===== src/rtl/challenge_vector_sweeper_pkg.sv =====
// Shared definitions for the challenge-circuit vector sweeper.
// Contents:
//   state_e        - sweeper FSM state encoding
//   NUM_VECTORS    - number of input combinations of the 7-input circuit
//   LAST_VEC       - index of the final vector in a sweep
//   MISR_TAPS      - feedback taps of the 16-bit signature register
//   misr_feedback  - serial MISR feedback bit for a given state and input bit
package challenge_vector_sweeper_pkg;

   typedef enum logic [1:0] {
      StIdle   = 2'd0,
      StSettle = 2'd1,
      StSample = 2'd2,
      StDone   = 2'd3
   } state_e;

   localparam int unsigned NUM_VECTORS = 128;
   localparam logic [6:0]  LAST_VEC    = 7'(NUM_VECTORS - 1);

   // Taps at bits 15, 14, 12 and 3.
   localparam logic [15:0] MISR_TAPS = 16'hD008;

   function automatic logic misr_feedback(logic [15:0] sig, logic bit_in);
      return (^(sig & MISR_TAPS)) ^ bit_in;
   endfunction

endpackage


===== src/rtl/challenge_misr16.sv =====
// 16-bit serial multiple-input signature register.
// Ports:
//   clk      - system clock, rising edge
//   rst_n    - asynchronous active-low reset, loads RESET_VAL
//   load     - synchronous load of seed (has priority over shift_en)
//   seed     - value loaded when load is high
//   shift_en - shift in one bit this cycle
//   bit_in   - serial data bit folded into the feedback
//   sig      - current signature
module challenge_misr16 #(
   parameter logic [15:0] RESET_VAL = 16'hFFFF
) (
   input  logic        clk,
   input  logic        rst_n,
   input  logic        load,
   input  logic [15:0] seed,
   input  logic        shift_en,
   input  logic        bit_in,
   output logic [15:0] sig
);
   import challenge_vector_sweeper_pkg::*;

   logic [15:0] sig_q, sig_d;

   always_comb begin
      sig_d = sig_q;
      if (load) begin
         sig_d = seed;
      end else if (shift_en) begin
         sig_d = {sig_q[14:0], misr_feedback(sig_q, bit_in)};
      end
   end

   always_ff @(posedge clk or negedge rst_n) begin
      if (!rst_n) begin
         sig_q <= RESET_VAL;
      end else begin
         sig_q <= sig_d;
      end
   end

   assign sig = sig_q;

endmodule


===== src/rtl/challenge_vector_sweeper.sv =====
// Stimulus-and-capture stage for the 7-input combinational challenge circuit.
// On start it drives all 128 input vectors in ascending order, holds each for
// SETTLE_CYCLES cycles, samples y_in for one cycle, and accumulates a ones-count
// and a 16-bit MISR signature of the sampled sequence.
// Ports:
//   clk, rst_n  - clock (rising edge) and asynchronous active-low reset
//   start       - one-cycle sweep request, honoured in idle or done only
//   y_in        - circuit output Y
//   A..G        - circuit inputs, A = vec[6] (MSB) .. G = vec[0] (LSB)
//   busy        - sweep in progress
//   done        - sweep finished; held until next start or reset
//   ones_count  - number of vectors for which y_in sampled 1
//   signature   - MISR over the sampled y_in values
module challenge_vector_sweeper #(
   parameter int unsigned SETTLE_CYCLES = 1,  // legal range 1..15
   parameter logic [15:0] SIG_SEED      = 16'hFFFF
) (
   input  logic        clk,
   input  logic        rst_n,
   input  logic        start,
   input  logic        y_in,
   output logic        A,
   output logic        B,
   output logic        C,
   output logic        D,
   output logic        E,
   output logic        F,
   output logic        G,
   output logic        busy,
   output logic        done,
   output logic [7:0]  ones_count,
   output logic [15:0] signature
);
   import challenge_vector_sweeper_pkg::*;

   localparam logic [3:0] CNT_RELOAD = 4'(SETTLE_CYCLES - 1);

   state_e      state_q, state_d;
   logic [6:0]  vec_q, vec_d;
   logic [3:0]  cnt_q, cnt_d;
   logic [7:0]  ones_q, ones_d;
   logic        sig_load, sig_shift;

   always_comb begin
      state_d   = state_q;
      vec_d     = vec_q;
      cnt_d     = cnt_q;
      ones_d    = ones_q;
      sig_load  = 1'b0;
      sig_shift = 1'b0;
      unique case (state_q)
         StIdle, StDone: begin
            if (start) begin
               state_d  = StSettle;
               vec_d    = '0;
               cnt_d    = CNT_RELOAD;
               ones_d   = '0;
               sig_load = 1'b1;
            end
         end
         StSettle: begin
            if (cnt_q == 4'd0) begin
               state_d = StSample;
            end else begin
               cnt_d = cnt_q - 4'd1;
            end
         end
         StSample: begin
            // y_in is only looked at here, after the vector has been held long enough.
            ones_d    = ones_q + {7'd0, y_in};
            sig_shift = 1'b1;
            if (vec_q == LAST_VEC) begin
               state_d = StDone;
            end else begin
               vec_d   = vec_q + 7'd1;
               cnt_d   = CNT_RELOAD;
               state_d = StSettle;
            end
         end
         default: state_d = StIdle;
      endcase
   end

   always_ff @(posedge clk or negedge rst_n) begin
      if (!rst_n) begin
         state_q <= StIdle;
         vec_q   <= '0;
         cnt_q   <= '0;
         ones_q  <= '0;
      end else begin
         state_q <= state_d;
         vec_q   <= vec_d;
         cnt_q   <= cnt_d;
         ones_q  <= ones_d;
      end
   end

   challenge_misr16 #(
      .RESET_VAL (SIG_SEED)
   ) u_misr (
      .clk      (clk),
      .rst_n    (rst_n),
      .load     (sig_load),
      .seed     (SIG_SEED),
      .shift_en (sig_shift),
      .bit_in   (y_in),
      .sig      (signature)
   );

   assign {A, B, C, D, E, F, G} = vec_q;
   assign busy       = (state_q == StSettle) || (state_q == StSample);
   assign done       = (state_q == StDone);
   assign ones_count = ones_q;

endmodule


===== config.mk =====
export PLATFORM = sky130hd
export DESIGN_NAME = challenge_vector_sweeper
export DESIGN_NICKNAME = d
export VERILOG_FILES = /design/src/rtl/challenge_vector_sweeper_pkg.sv /design/src/rtl/challenge_misr16.sv /design/src/rtl/challenge_vector_sweeper.sv
export SDC_FILE = /design/constraint.sdc
export NUM_CORES = 1
export LEC_CHECK = 0
export ABC_CLOCK_PERIOD_IN_PS = 2000
export CAP_MARGIN = 20
export CORE_MARGIN = 8
export CORE_UTILIZATION = 30
export DETAILED_ROUTE_END_ITERATION = 12
export DONT_BUFFER_PORTS = 1
export PLACE_DENSITY_LB_ADDON = 0.1
export SLEW_MARGIN = 20
export SYNTH_ARGS = -nofsm -noshare
export SYNTH_HDL_FRONTEND = slang
export SYNTH_SLANG_ARGS = --single-unit

===== constraint.sdc =====
create_clock -name clk -period 2 [get_ports clk]
set_clock_uncertainty 0.2 [all_clocks]
set_input_delay 0.2 -clock clk [delete_from_list [all_inputs] [get_ports clk]]
set_output_delay 0.2 -clock clk [all_outputs]
set_load 0.005 [all_outputs]

======== After elaboration in Yosys (flattened, before gate mapping) ========
Cells that the tools add are included.
storage, ports and cells
  output and inout port bits .............. 33
  input bits .............................. 4
  register bits ........................... 37
operators by class
  eq/ne operators ......................... 8
  add/subtract/negate cells ............... 3
  bitwise operators ....................... 1
  reduce and logical (&&, ||, !) cells .... 11
  muxes and demuxes ....................... 18
operator list
  operator                                           count
  two-way mux 16 bit                                 2
  one-hot mux 8 bit (2 select lines)                 1
  XOR reduction 16 bit                               1
  two-way mux 7 bit                                  2
  one-hot mux 7 bit (2 select lines)                 1
  two-way mux 4 bit                                  3
  one-hot mux 4 bit (3 select lines)                 1
  adder 8 x 1 -> 8 bit                               1
  two-way mux 8 bit                                  1
  != test 2 bit (second input constant)              4
  adder 7 x 1 -> 7 bit (second input constant)       1
  == test 7 bit (second input constant)              1
  two-way mux 2 bit                                  3
  one-hot mux 2 bit (3 select lines)                 1
  AND reduction 3 bit                                2
  == test 2 bit (second input constant)              2
  logical NOT 4 bit                                  1
  AND reduction 2 bit                                2
  nonzero test 2 bit                                 2
  subtractor 4 x 1 -> 4 bit (second input constant)  1
  two-way mux 1 bit                                  3
  == test 2 x 1 -> 1 bit (second input constant)     1
  logical NOT 2 bit                                  1
  OR reduction 2 bit                                 1
  other kinds (2)                                    2

======== Logic depth before layout (Yosys ltp) ========
  depth after elaboration ................. 4
  depth in mapped cells ................... 8
  mapped depth without buffers ............ 6

======== Modules after synthesis ========
A second synthesis with hierarchy kept.
second synthesis, totals
  cell total of the unflattened synthesis .. 199
  area, all modules ....................... 2016.9 um^2
by module, submodules not included
  module                    seq. area each (um^2)  cells each  area each (um^2)  instances
  challenge_vector_sweeper  525.5                  126         1218.7            1
  challenge_misr16          420.4                  73          798.3             1

======== Worst setup path after synthesis ========
No wires, ideal clock.
  kind .................................... register to register
  from .................................... register state_q[0]
  to ...................................... register vec_q[5]
  setup slack ............................. 0.013 ns
  arrival ................................. 1.710 ns
  setup time .............................. 0.078 ns
  buffers on the path ..................... 1
  stages on the path, launching flop included .. 8
  cells stage by stage .................... dfrtp_1 -> inv_1 -> ha_1 -> buf_6 -> mux2_4 -> nand4_4 -> or4_1 -> a21oi_1
between the ends
  word-level cells in the longest chain between the ends .. 4
  elaborated cells between the ends (all ways) .. 9
RTL lines
  element                                                               line                            text
  start: declaration                                                    challenge_vector_sweeper.sv:38  state_e state_q, state_d;
  start signal: assignment                                              challenge_vector_sweeper.sv:86  state_q <= StIdle;
  start signal: assignment                                              challenge_vector_sweeper.sv:91  state_q <= state_d;
  == test 2 bit / logical NOT 2 bit (equally long branches)             challenge_vector_sweeper.sv:51  unique case (state_q)
  OR reduction 2 bit                                                    challenge_vector_sweeper.sv:51
  != test 2 bit (no line) / nonzero test 2 bit (equally long branches)  -
  AND reduction 3 bit (no line)                                         -
  end signal: assignment                                                challenge_vector_sweeper.sv:92  vec_q <= vec_d;
  end: declaration                                                      challenge_vector_sweeper.sv:39  logic [6:0] vec_q, vec_d;
Several ways; a longest one is shown, not always the timed one.
A chain may end at the register's enable or synchronous reset.

======== Final worst setup path ========
Ends and elaborated chain as after synthesis.

==> metrics <==
status=completed; min Tclk post-route=~1.9 ns; All-Layer GR Usage=0.101; Worst Tran Pin Value=approximately 0.34 ns; power per cell area=around 970 nW/um^2; Hold Path Stages=2; area delta synth->final=15.9%; setup TNS=0 ns; top-count cell post-synth=nand2_1; first-pass GRT wire length=around 7200 um; Routed WL=around 4300 um; combinational family with the most area after synthesis=simple AND/OR/NAND/NOR gates; overall die height=95.4 um; Max Cap Viol=0; GPL Wtd Cong=0.789; Max Freq=527 MHz; met1 GRT Util=0.115; # setup viols final=0; number of synthesized flops with an enable pin=0; Post-Synth XOR/XNOR Area=0.0443; htree depth=2; CP Capture Type=flop; post-synth top area share=0.278; die area=9100 um^2; Hold Crit Class=primary input to flop; initial antenna violation count=0; Post-Synthesis Net Count=roughly 190; synthesis-stage register bit count=37; sequential area share after synthesis=0.500; final hold vios=0; CTS root buf=clkbuf_8; Adder-Cell Fraction of Synth Area=0.0596; slack of the critical path=0.101 ns; met3 usage=0.0441; starting density of the core=0.305; Synth Instances=between 150 and 200; Post-DP HPWL=around 3100 um; Post-Synth Simple-Gate Area=0.166; Detailed Routing Iterations Pass 1=4; Leak=between 0.9 and 1 nW; Post-Syn Area=around 1900 um^2; CTS sink count=37; largest fanout on the critical path=4; grt total ovfl=0; mux share of post-synthesis cell area=0.0979; total CTS buffers=5; Ports=37; clk slew on worst S/H paths=~0.07 ns; area leader, netlist=dfrtp_1; post-DR wirelength/cell=15.8 um; Final period util=0.949; Worst VDD drop=between 0.0004 and 0.0005 V; via count=between 1,000 and 1,500; post-synthesis compound-gate area fraction=0.0993; Clk Latency, worst-skew pair=approximately 0.29 ns; CTS max path bufs=2; I/O Buffers=0; Slew HR=0.774; DRC violations left=0; largest net degree at the start of global routing=38; DRC marker count from the first detailed-route iteration=77; top post-synthesis cells by area=dfrtp_1 28%, dfstp_2 22%, mux2i_1 9.0%; RSZ-0062 raised after global routing=no; M2 GR Usage=0.165; dpl ws=roughly 0.043 ns; vias per cell=around 4.9; Top Usage Layer GRT=met2; # diodes=0; Main synth FF type=dfrtp_1; Avg Inst Size Synth=10.6 um^2; Final ANT Viol Nets=0; worst path arrival time=around 1.9 ns; Startpoint Class=flop; WP data required=roughly 2 ns; width of the chip=95.4 um; Setup CP Type=flop to flop; Nets=about 210; number of global-route vias before repair=around 1,500; reg2reg path depth=6; Core Region=slightly above 6000 um^2; layout cells sized above 1=0.214; Synth async-reset ratio=1.00; Tot Pwr=roughly 2.1 mW; post-synth cell types=37; CTS tree=done; Synth Warn #=0; Final Slew Violations=0; FP Rows=29; synth cell count leaders=25 x nand2_1, 21 x dfrtp_1, 17 x mux2i_1, 16 x dfstp_2, 13 x nor2_1
routing by layer:
layer,share of wire,wire [um]
met1,0.43,1860
met4,0.013,56
met5,0,0
met3,0.075,323
met2,0.48,2060
final cells by class:
| cell class | count | area, um^2 |
|---|---|---|
| inverters | 7 | 26.3 |
| clock inverters | 2 | 13.8 |
| fillers | 624 | 4010 |
| multi-input cells | 129 | 896 |
| clock buffers | 6 | 82.6 |
| flip-flops and latches | 37 | 946 |
| repair buffers | 15 | 130 |
| well taps | 77 | 96.3 |
where the power goes:
part           internal (mW)  switching, mW  total (mW)  leakage (nW)
logic                  0.176          0.136       0.312         0.421
clock network          0.279          0.275       0.554        0.0512
registers               1.03          0.240        1.27         0.432
total                   1.49          0.651        2.14         0.904
flip-flops by register name (all words and copies together) (netlist names):
name	count
state_q	2
ones_count	8
vec_q	7
u_misr.sig	16
cnt_q	4
repair_timing:
item                                   CTS  global route
setup buffers                            0             0
gates resized for setup                  0             1
hold buffers                             3             0
setup endpoints to repair                0             1
endpoints found under the hold margin   38             0
per-stage QoR:
step | utilization | hold slack, ns | cell area [um^2] | cells
2_1_floorplan | - | -0.296 | 1890 | 179
6_report | 0.353 | 0.00734 | 2190 | 273
4_1_cts | 0.351 | 0.00541 | 2180 | 273
3_3_place_gp | 0.329 | -0.293 | 2040 | 262
3_5_place_dp | 0.329 | -0.293 | 2040 | 262
5_1_grt | 0.353 | 0.0225 | 2190 | 273
critical path, stage by stage (launching register included):
cell and delay (ns):
dfrtp_1 0.38, inv_1 0.10, ha_4 0.22, mux2_4 0.24, nand4_4 0.12, or4_1 0.42, a21oi_1 0.15
layout by cell type, fill, tap and decap left out, types with 2 or more instances in the layout:
master and count:
mux2i_1 17, dlygate4sd3_1 2, or3_1 2, inv_1 7, ha_1 8, and3_1 2, a31oi_1 3, xnor2_1 3
a32o_1 2, nor2_1 13, nand2_1 25, nand4_1 6, nor3_1 5, o21ai_0 11, clkbuf_8 6, buf_4 12
nand3_1 3, nand2b_1 2, xor2_1 4, dfstp_2 16, dfrtp_1 21, nor3b_1 2, a21oi_1 6
final timing paths:
kind | startpoint | end | slack [ns]
max | state_q[0]$_DFFE_PN0P_ | vec_q[5]$_DFFE_PN0P_ | 0.10
min | y_in | ones_count[0]$_DFFE_PN0P_ | 0.007
max reg2reg | state_q[0]$_DFFE_PN0P_ | vec_q[5]$_DFFE_PN0P_ | 0.10
min reg2reg | cnt_q[0]$_DFFE_PN0P_ | cnt_q[0]$_DFFE_PN0P_ | 0.33
max in group asynchronous | rst_n | u_misr.sig[8]$_DFFE_PN1P_ | 1.17
min in group asynchronous | rst_n | cnt_q[2]$_DFFE_PN0P_ | 0.17
cells by family (layout without fill, tap and decap cells):
family | count (synthesis) | count (layout)
compound gates | 30 | 30
xor+xnor | 8 | 8
fa+ha+maj | 9 | 9
buf+inv | 13 | 30
flops | 37 | 37
mux | 18 | 18
simple gates | 64 | 64
Note: power is estimated with default switching activity, not from simulation.
